--- config.mk ---
export PLATFORM = sky130hd
export DESIGN_NAME = fft_framer
export DESIGN_NICKNAME = d
export VERILOG_FILES = /design/src/rtl/fft_framer_pkg.sv /design/src/rtl/framer_ram.sv /design/src/rtl/fft_framer.sv
export SDC_FILE = /design/constraint.sdc
export NUM_CORES = 2
export LEC_CHECK = 0
export CAP_MARGIN = 20
export CORE_MARGIN = 4
export CORE_UTILIZATION = 62
export DETAILED_ROUTE_END_ITERATION = 16
export MAX_ROUTING_LAYER = met4
export PLACE_DENSITY = 0.79
export SLEW_MARGIN = 20
export SYNTH_ARGS = -nofsm -noshare
export SYNTH_HDL_FRONTEND = slang
export SYNTH_SLANG_ARGS = --single-unit
export TNS_END_PERCENT = 100
--- constraint.sdc ---
create_clock -name clk -period 4.4 [get_ports clk]
set_clock_uncertainty 0.15 [all_clocks]
set_input_delay 0.44 -clock clk [delete_from_list [all_inputs] [get_ports clk]]
set_output_delay 0.44 -clock clk [all_outputs]
set_load 0.005 [all_outputs]
--- src/rtl/fft_framer_pkg.sv ---
`default_nettype none
// fft_framer_pkg: default sizes, FSM state type and the Hann window table for fft_framer.
// The window table is only referenced when FFT_FRAMER_WINDOW_EN is defined.
package fft_framer_pkg;

    localparam int N_DEF        = 64;
    localparam int LOG_N_DEF    = 6;
    localparam int HOP_DEF      = 32;
    localparam int IN_WIDTH_DEF = 16;
    localparam int WIDTH_DEF    = 32;
    localparam int COEF_W       = 16;

    typedef enum logic [0:0] {
        IDLE = 1'b0,
        EMIT = 1'b1
    } state_t;

    typedef logic [LOG_N_DEF:0] ptr_t;

    // Unsigned Q1.15 Hann coefficients for N=64; the window is symmetric about k=32.
    function automatic logic [COEF_W-1:0] hann_coef(input logic [LOG_N_DEF-1:0] k);
        logic [LOG_N_DEF-1:0] j;
        logic [COEF_W-1:0]    w;
        j = (k > 6'd32) ? (6'd0 - k) : k;
        case (j)
            6'd0:    w = 16'd0;
            6'd1:    w = 16'd79;
            6'd2:    w = 16'd315;
            6'd3:    w = 16'd705;
            6'd4:    w = 16'd1247;
            6'd5:    w = 16'd1935;
            6'd6:    w = 16'd2761;
            6'd7:    w = 16'd3719;
            6'd8:    w = 16'd4799;
            6'd9:    w = 16'd5990;
            6'd10:   w = 16'd7281;
            6'd11:   w = 16'd8660;
            6'd12:   w = 16'd10114;
            6'd13:   w = 16'd11628;
            6'd14:   w = 16'd13187;
            6'd15:   w = 16'd14778;
            6'd16:   w = 16'd16384;
            6'd17:   w = 16'd17989;
            6'd18:   w = 16'd19580;
            6'd19:   w = 16'd21139;
            6'd20:   w = 16'd22653;
            6'd21:   w = 16'd24107;
            6'd22:   w = 16'd25486;
            6'd23:   w = 16'd26777;
            6'd24:   w = 16'd27968;
            6'd25:   w = 16'd29048;
            6'd26:   w = 16'd30006;
            6'd27:   w = 16'd30832;
            6'd28:   w = 16'd31520;
            6'd29:   w = 16'd32062;
            6'd30:   w = 16'd32452;
            6'd31:   w = 16'd32688;
            6'd32:   w = 16'd32767;
            default: w = '0;
        endcase
        return w;
    endfunction

endpackage
`default_nettype wire

--- src/rtl/framer_ram.sv ---
`default_nettype none
// framer_ram: simple dual-port sample store, one write port and one synchronous read port.
module framer_ram #(
    parameter int DEPTH = 128,
    parameter int AW    = 7,
    parameter int DW    = 16
) (
    input  logic          clk,
    input  logic          wr_en_i,
    input  logic [AW-1:0] wr_addr_i,
    input  logic [DW-1:0] wr_data_i,
    input  logic          rd_en_i,
    input  logic [AW-1:0] rd_addr_i,
    output logic [DW-1:0] rd_data_o
);

    logic [DW-1:0] mem_q [DEPTH];

    always_ff @(posedge clk) begin
        if (wr_en_i) begin
            mem_q[wr_addr_i] <= wr_data_i;
        end
        if (rd_en_i) begin
            rd_data_o <= mem_q[rd_addr_i];
        end
    end

endmodule
`default_nettype wire

--- src/rtl/fft_framer.sv ---
`default_nettype none
// fft_framer: buffers a real sample stream and emits overlapping N-sample complex frames.
// Define FFT_FRAMER_WINDOW_EN to apply a Hann window (adds one cycle of latency).
module fft_framer
    import fft_framer_pkg::*;
#(
    parameter int N        = N_DEF,
    parameter int LOG_N    = LOG_N_DEF,
    parameter int HOP      = HOP_DEF,
    parameter int IN_WIDTH = IN_WIDTH_DEF,
    parameter int WIDTH    = WIDTH_DEF
) (
    input  logic                clk,
    input  logic                reset,
    input  logic                sample_in_en,
    input  logic [IN_WIDTH-1:0] sample_in,
    output logic                data_out_en,
    output logic [WIDTH-1:0]    data_out_re,
    output logic [WIDTH-1:0]    data_out_im,
    output logic                frame_start,
    output logic                overrun
);

    localparam int              AW        = LOG_N + 1;
    localparam logic [AW-1:0]   FILL_FULL = AW'(N);
    localparam logic [AW-1:0]   HOP_LAST  = AW'(HOP);
    localparam logic [LOG_N-1:0] IDX_LAST = LOG_N'(N - 1);

    state_t              state_q;
    logic [AW-1:0]       wr_ptr_q, wr_ptr_d;
    logic [AW-1:0]       fill_q, fill_d;
    logic [AW-1:0]       hop_cnt_q, hop_cnt_d;
    logic [AW-1:0]       base_q, pend_base_q, new_base, rd_addr;
    logic [LOG_N-1:0]    idx_q;
    logic                first_done_q, pending_q, overrun_q;
    logic                out_en_q, out_fs_q;
    logic                trigger, rd_en;
    logic [IN_WIDTH-1:0] rd_data;

    always_comb begin
        wr_ptr_d  = wr_ptr_q + 1'b1;
        fill_d    = (fill_q == FILL_FULL) ? fill_q : fill_q + 1'b1;
        hop_cnt_d = (hop_cnt_q == FILL_FULL) ? hop_cnt_q : hop_cnt_q + 1'b1;
        trigger   = sample_in_en && (fill_d == FILL_FULL)
                    && (!first_done_q || (hop_cnt_d == HOP_LAST));
        new_base  = wr_ptr_d - FILL_FULL;
        rd_addr   = base_q + AW'(idx_q);
        rd_en     = (state_q == EMIT);
    end

    always_ff @(posedge clk or negedge reset) begin
        if (!reset) begin
            state_q      <= IDLE;
            wr_ptr_q     <= '0;
            fill_q       <= '0;
            hop_cnt_q    <= '0;
            first_done_q <= 1'b0;
            idx_q        <= '0;
            base_q       <= '0;
            pend_base_q  <= '0;
            pending_q    <= 1'b0;
            overrun_q    <= 1'b0;
            out_en_q     <= 1'b0;
            out_fs_q     <= 1'b0;
        end else begin
            if (sample_in_en) begin
                wr_ptr_q  <= wr_ptr_d;
                fill_q    <= fill_d;
                hop_cnt_q <= trigger ? '0 : hop_cnt_d;
            end
            if (trigger) begin
                first_done_q <= 1'b1;
            end
            out_en_q <= (state_q == EMIT);
            out_fs_q <= (state_q == EMIT) && (idx_q == '0);

            case (state_q)
                IDLE: begin
                    if (trigger) begin
                        state_q <= EMIT;
                        idx_q   <= '0;
                        base_q  <= new_base;
                    end
                end
                EMIT: begin
                    if (trigger && pending_q) begin
                        overrun_q <= 1'b1;
                    end
                    // A trigger on the last read with nothing pending chains straight into its frame.
                    if (idx_q == IDX_LAST) begin
                        idx_q <= '0;
                        if (pending_q) begin
                            base_q    <= pend_base_q;
                            pending_q <= 1'b0;
                        end else if (trigger) begin
                            base_q <= new_base;
                        end else begin
                            state_q <= IDLE;
                        end
                    end else begin
                        idx_q <= idx_q + 1'b1;
                        if (trigger && !pending_q) begin
                            pending_q   <= 1'b1;
                            pend_base_q <= new_base;
                        end
                    end
                end
                default: state_q <= IDLE;
            endcase
        end
    end

    framer_ram #(
        .DEPTH (2 * N),
        .AW    (AW),
        .DW    (IN_WIDTH)
    ) u_ram (
        .clk       (clk),
        .wr_en_i   (sample_in_en),
        .wr_addr_i (wr_ptr_q),
        .wr_data_i (sample_in),
        .rd_en_i   (rd_en),
        .rd_addr_i (rd_addr),
        .rd_data_o (rd_data)
    );

    assign overrun     = overrun_q;
    assign data_out_im = '0;

`ifdef FFT_FRAMER_WINDOW_EN
    logic [LOG_N-1:0]                rd_idx_q;
    logic [COEF_W-1:0]               coef;
    logic signed [IN_WIDTH+COEF_W:0] prod, prod_rnd;
    logic [WIDTH-1:0]                win_q;
    logic                            win_en_q, win_fs_q;

    always_comb begin
        coef     = hann_coef(rd_idx_q);
        prod     = $signed(rd_data) * $signed({1'b0, coef});
        prod_rnd = prod + $signed((IN_WIDTH + COEF_W + 1)'(1 << 14));
    end

    always_ff @(posedge clk or negedge reset) begin
        if (!reset) begin
            rd_idx_q <= '0;
            win_q    <= '0;
            win_en_q <= 1'b0;
            win_fs_q <= 1'b0;
        end else begin
            rd_idx_q <= idx_q;
            win_en_q <= out_en_q;
            win_fs_q <= out_fs_q;
            win_q    <= out_en_q ? WIDTH'(prod_rnd >>> 15) : '0;
        end
    end

    assign data_out_en = win_en_q;
    assign data_out_re = win_en_q ? win_q : '0;
    assign frame_start = win_en_q & win_fs_q;
`else
    assign data_out_en = out_en_q;
    assign data_out_re = out_en_q ? {{(WIDTH-IN_WIDTH){rd_data[IN_WIDTH-1]}}, rd_data} : '0;
    assign frame_start = out_en_q & out_fs_q;
`endif

endmodule
`default_nettype wire
After elaboration in Yosys (flattened, before gate mapping)
Memory sizes are Yosys's and may differ from the RTL's. A register that Yosys moved wholly into a read port is not among the register bits.
Cells that the tools add are included.

word-level totals
  register bits = 47
  RAM bits = 2,048
  input bits = 19
  output and inout port bits = 67
  logic and storage cells = 61
  memories = 1

memory list
  memory       words  width  read ports  clocked after Yosys merged registers in  write ports  line              source
  u_ram.mem_q  128    16     1           1                                        1            framer_ram.sv:17  logic [DW-1:0] mem_q [DEPTH];

cells by class
  add/sub/neg operators = 6
  equality and inequality tests = 7
  muxes and demuxes = 19
  bitwise operators = 3
  reductions and logical operators = 13

operators with widths
  cell                 count
  $mux 7               6
  $mux 32              1
  $add 7x1->7 const B  3
  $eq 7x7->1 const B   3
  $pmux 7 s2           1
  $mux 6               2
  $pmux 6 s2           1
  $add 7x6->7          1
  $eq 7x6->1 const B   1
  $mux 1               7
  $sub 7x7->7 const B  1
  $add 6x1->6 const B  1
  $eq 6x6->1 const B   1
  $logic_not 6->1      1
  $logic_and 1x1->1    5
  $reduce_and 2->1     2
  $reduce_and 3->1     1
  $logic_not 1->1      2
  $ne 2x1->1 const B   1
  $ne 2x2->1 const B   1
  $not 1->1            2
  $pmux 1 s2           1
  $reduce_bool 2->1    1
  $and 1x1->1          1
  $logic_or 1x1->1     1

Logic depth before layout (Yosys ltp)
  depth in word-level cells = 9
  mapped depth = 12
  gate-level depth less buffers = 9

Modules after synthesis
Synthesis repeated with hierarchy kept, for this count alone.

unflattened totals
  cell total of the unflattened synthesis = 3,426
  area, all modules = 81,911.1 um^2

modules (own cells, without submodules)
  module      instances  cells an instance  area each (um^2)  seq. area each (um^2)
  framer_ram  1          3,086              78,683.0          61,979.4
  fft_framer  1          340                3,228.1           1,176.1

Worst setup path after synthesis
OpenSTA, ideal clock, no wires.

  path type = register to register
  start point = register idx_q[0]
  end point = register u_ram.rd_data_o[11] (read register of u_ram.mem_q) (data pin)
  library setup time = 255 ps
  data arrival time = 2,765 ps
  setup slack = 1,230 ps
  stages on the path, launching flop included = 13
  period minus slack after synthesis = 3,170 ps
  cell sequence = dfrtp_1 ha_1 fa_1 buf_2 buf_2 buf_2 buf_2 mux4_2 nand2_1 nand2_1 o211ai_1 o211ai_1 and3_1

on the way
  cells in the longest elaborated chain, start to end = 1

ends and longest elaborated chain
  item                    line               source
  start, declared         fft_framer.sv:34   logic [LOG_N-1:0] idx_q;
  start signal, assigned  fft_framer.sv:101  idx_q <= idx_q + 1'b1;
  $add 7x6->7             fft_framer.sv:47   rd_addr = base_q + AW'(idx_q);
  end, declared           framer_ram.sv:14   output logic [DW-1:0] rd_data_o

Every way passes these cells.
A chain may end at the register's enable or synchronous reset.

Worst setup path after layout
  start point = register idx_q[0]
  end point = register u_ram.rd_data_o[3] (read register of u_ram.mem_q) (data pin)

Same word-level chain as after synthesis.

==> flow_metrics.tcl <==
set metrics [dict create \
    synth-compound-area-share 0.0186 \
    gp_congestion 0.961 \
    antenna_found_initial 9 \
    setup_ws_ns 0.122 \
    path_class "flop to flop" \
    ir_drop_mv 0.456 \
    cts_max_path_buffers 3 \
    finalSetupTns_ns 0 \
    power_frac_seq 0.486 \
    clock_sinks 2111 \
    yosysMostFrequentCell "edfxtp_1" \
    critPathRequiredTime_ns 4.82 \
    final-setup-viol-count 0 \
    yosys.area.top_type "edfxtp_1" \
    crit_chain "ha_4 > fa_4 > buf_12 > buf_12 > mux4_2 > mux2i_1 > mux2_2 > a22oi_1 > and3_1" \
    intPower_mw 34.9 \
    cp.arrival_ns 4.70 \
    start_util 0.627 \
    rsz0062_at_grt "false" \
    hp-start "sample_in[13]" \
    crit-reg2reg-launch "idx_q[0]" \
    min_to "u_ram.mem_q[20][13]" \
    fmax_ghz 0.234 \
    cts_buffers 199 \
    synth_ff_type "edfxtp_1" \
    path_buf_inv 2 \
    dp_hpwl_mm 113 \
    fp.dieH_um 373 \
    async_flop_share 0.0223 \
    holdPathStages 1 \
    crit_family "multiplexers" \
    synthMuxAreaShare 0.156 \
    wire_per_inst_um 32.2 \
    io_pins 86 \
    slowest_stage "fa_4" \
    clock_power_share 0.354 \
    area_growth_pct 12.6 \
    overflow 0 \
    p_sw_mw 12.2 \
    min_period_ns 4.28 \
    grt_pass1_wl_mm 295 \
    yosysSeqAreaShare 0.764 \
    max_slew_margin 0.316 \
    grt_usage 0.301 \
    finalMaxSlewViolations 0 \
    cp_common_cell "buf_12" \
    clock_latency_ns 0.83 \
    die_w_um 373 \
    routed_via_density 6.79 \
    end_kind "flop" \
    routed_wirelength_mm 202 \
    ff2ff_setup_slack_ns 0.12 \
    p_per_area_mw_per_mm2 505 \
    syn_inst 4054 \
    synth_adder_area_share 0.00221 \
    final.hold.worst_slack_ns 0.0204 \
    yosysWarnings 0 \
    synth_edf_count 2064 \
    dp_slack_ns 0.0272 \
    leakage_nw 31.4 \
    row_count 133 \
    pwr-share-comb 0.160 \
    fill_cells 7422 \
    r2r_end "u_ram.rd_data_o[3]" \
    worstHoldPathType "primary input to flop" \
    coreArea_mm2 0.132 \
    clkTransAtPathRegs_ns 0.06 \
    io_buffers 53 \
    cp.depth 9 \
    synth_top_family_by_area "multiplexers" \
    drive_above_1_share 0.251 \
    synth_area_leaders "edfxtp_1, mux4_2, nor2_1" \
    status "complete, no violations" \
    post_cts_buffers 0 \
    synth_area_mm2 0.0827 \
    fin_crit_sh 0.972 \
    dr.pass1.iters 6 \
    ys_ff_latch 2111 \
    synth.top_cell.area_share 0.750 \
    grt_max_degree 129 \
    yosysUniqueCellTypes 57 \
    tritoncts "built" \
    worst_pin_slew_ns 1.03 \
    drtIter0Drc 6787 \
    final_hold_viol_count 0 \
    critPathMaxStageDelay_ns 0.80 \
    synth.avg_cell_area_um2 20.4 \
    fin_nets 4380 \
    crit_fanout 60 \
    dieArea_mm2 0.139 \
    cp-start-kind "flop" \
    htreeDepth 4 \
    ant_nets 0 \
    synth_top_cells_by_count "edfxtp_1, mux4_2, nor2_1" \
    r2r.worst_path.cells 9 \
    root_buffer "clkbuf_16" \
    drc 0 \
    grt_pass1_vias 42100 \
    swShare 0.259 \
    maxCapViolCount 0 \
    synth_simple_gate_area_frac 0.0383 \
    synth_xor_xnor_area_share 0.00286 \
    vias 42600 \
]
sequential cells by signal (all words and copies together) (netlist names):
register and count:
wr_ptr_q 7, data_out_en 1, pending_q 1, rd_en 1, pend_base_q 7, fill_q 7
first_done_q 1, out_fs_q 1, u_ram.mem_q 2048, overrun 1, hop_cnt_q 7, base_q 7
u_ram.rd_data_o 16, idx_q 6
cell families (layout without fill, tap and decap cells):
kind of cell / Yosys count / count (layout)
flops: 2111 / 2111
simple gates: 759 / 759
mux: 647 / 647
buf+inv: 285 / 714
compound gates: 210 / 210
xor+xnor: 27 / 27
fa+ha+maj: 14 / 14
other cells: 1 / 37
metal layers:
metal	track usage	routed length, µm
met5	-	0
met3	0.0643	23100
met1	0.422	74200
met4	0.108	8080
met2	0.450	96800
per-stage QoR:
step | area, µm² | total power [mW] | util | instances
floorplan | 82800 | 27.7 | - | 4085
global placement | 86600 | 30.4 | 0.656 | 5890
detailed placement | 86600 | 30.6 | 0.656 | 5890
CTS | 93000 | 47.1 | 0.704 | 6264
global route | 93100 | 48.5 | 0.705 | 6273
finish | 93100 | 47.1 | 0.705 | 6274
worst max-delay path by stage:
| stage | from | slack (ns) | endpoint |
|---|---|---|---|
| after detailed placement | idx_q[0] | 0.03 | u_ram.rd_data_o[0] |
| final | idx_q[0] | 0.12 | u_ram.rd_data_o[3] |
| after global routing | idx_q[0] | 0.02 | u_ram.rd_data_o[3] |
| after global placement | idx_q[0] | 0.09 | u_ram.rd_data_o[0] |
| after CTS | idx_q[0] | 0.03 | u_ram.rd_data_o[12] |
| after floorplan | idx_q[0] | 1.23 | u_ram.rd_data_o[11] |
worst reg2reg max path: stages, from the launching register on:
cell	delay, ns
dfrtp_1	0.47
ha_4	0.21
fa_4	0.80
buf_12	0.29
buf_12	0.42
mux4_2	0.73
mux2i_1	0.22
mux2_2	0.20
a22oi_1	0.25
and3_1	0.30
cells in the final DEF (no fill, tap or decap), drive strengths merged, types with 8 or more instances in the layout:
| master | synthesis | routed |
|---|---|---|
| a21oi | 41 | 41 |
| a22oi | 32 | 32 |
| a32oi | 31 | 31 |
| and2 | 19 | 19 |
| and3 | 24 | 24 |
| buf | 204 | 283 |
| bufinv | 0 | 13 |
| clkbuf | 62 | 274 |
| clkdlybuf4s50 | 0 | 36 |
| clkinv | 0 | 65 |
| conb | 1 | 32 |
| dfrtp | 47 | 47 |
| dlygate4sd3 | 0 | 8 |
| edfxtp | 2064 | 2064 |
| ha | 13 | 13 |
| inv | 19 | 31 |
| mux2 | 39 | 39 |
| mux2i | 96 | 96 |
| mux4 | 512 | 512 |
| nand2 | 279 | 279 |
| nand2b | 9 | 9 |
| nand3 | 49 | 49 |
| nor2 | 328 | 328 |
| nor2b | 13 | 13 |
| nor3 | 15 | 15 |
| o211ai | 40 | 40 |
| o21ai | 14 | 14 |
| o221ai | 33 | 33 |
| xnor2 | 15 | 15 |
| xor2 | 12 | 12 |
what timing repair did:
action                                 CTS  global route
pin swaps                                0             0
resized for setup                        2             3
hold buffers                             6             2
setup endpoints to repair                2             3
endpoints found under the hold margin  152            50
gates cloned                             0             0
final cells by class:
type,instances,area (µm²),share of cell area
antenna,5,12.5,0.000134
inverter,19,71.3,0.000766
sequential,2111,63200,0.678
tap,1755,2200,0.0236
multi-input combinational,1689,18300,0.197
clock buffer,274,5400,0.0580
timing repair buffer,327,3010,0.0323
clock inverter,94,916,0.00984
power groups by stage:
stage          sequential, mW  combinational, mW  clock (mW)
3_3_place_gp             23.2               7.18           0
5_1_grt                  22.9               7.86        17.8
6_report                 22.9               7.51        16.7
4_1_cts                  22.9               7.43        16.8
2_1_floorplan            23.1               4.62           0
3_5_place_dp             23.3               7.30           0
No activity file was read; power rests on OpenSTA's default activity.
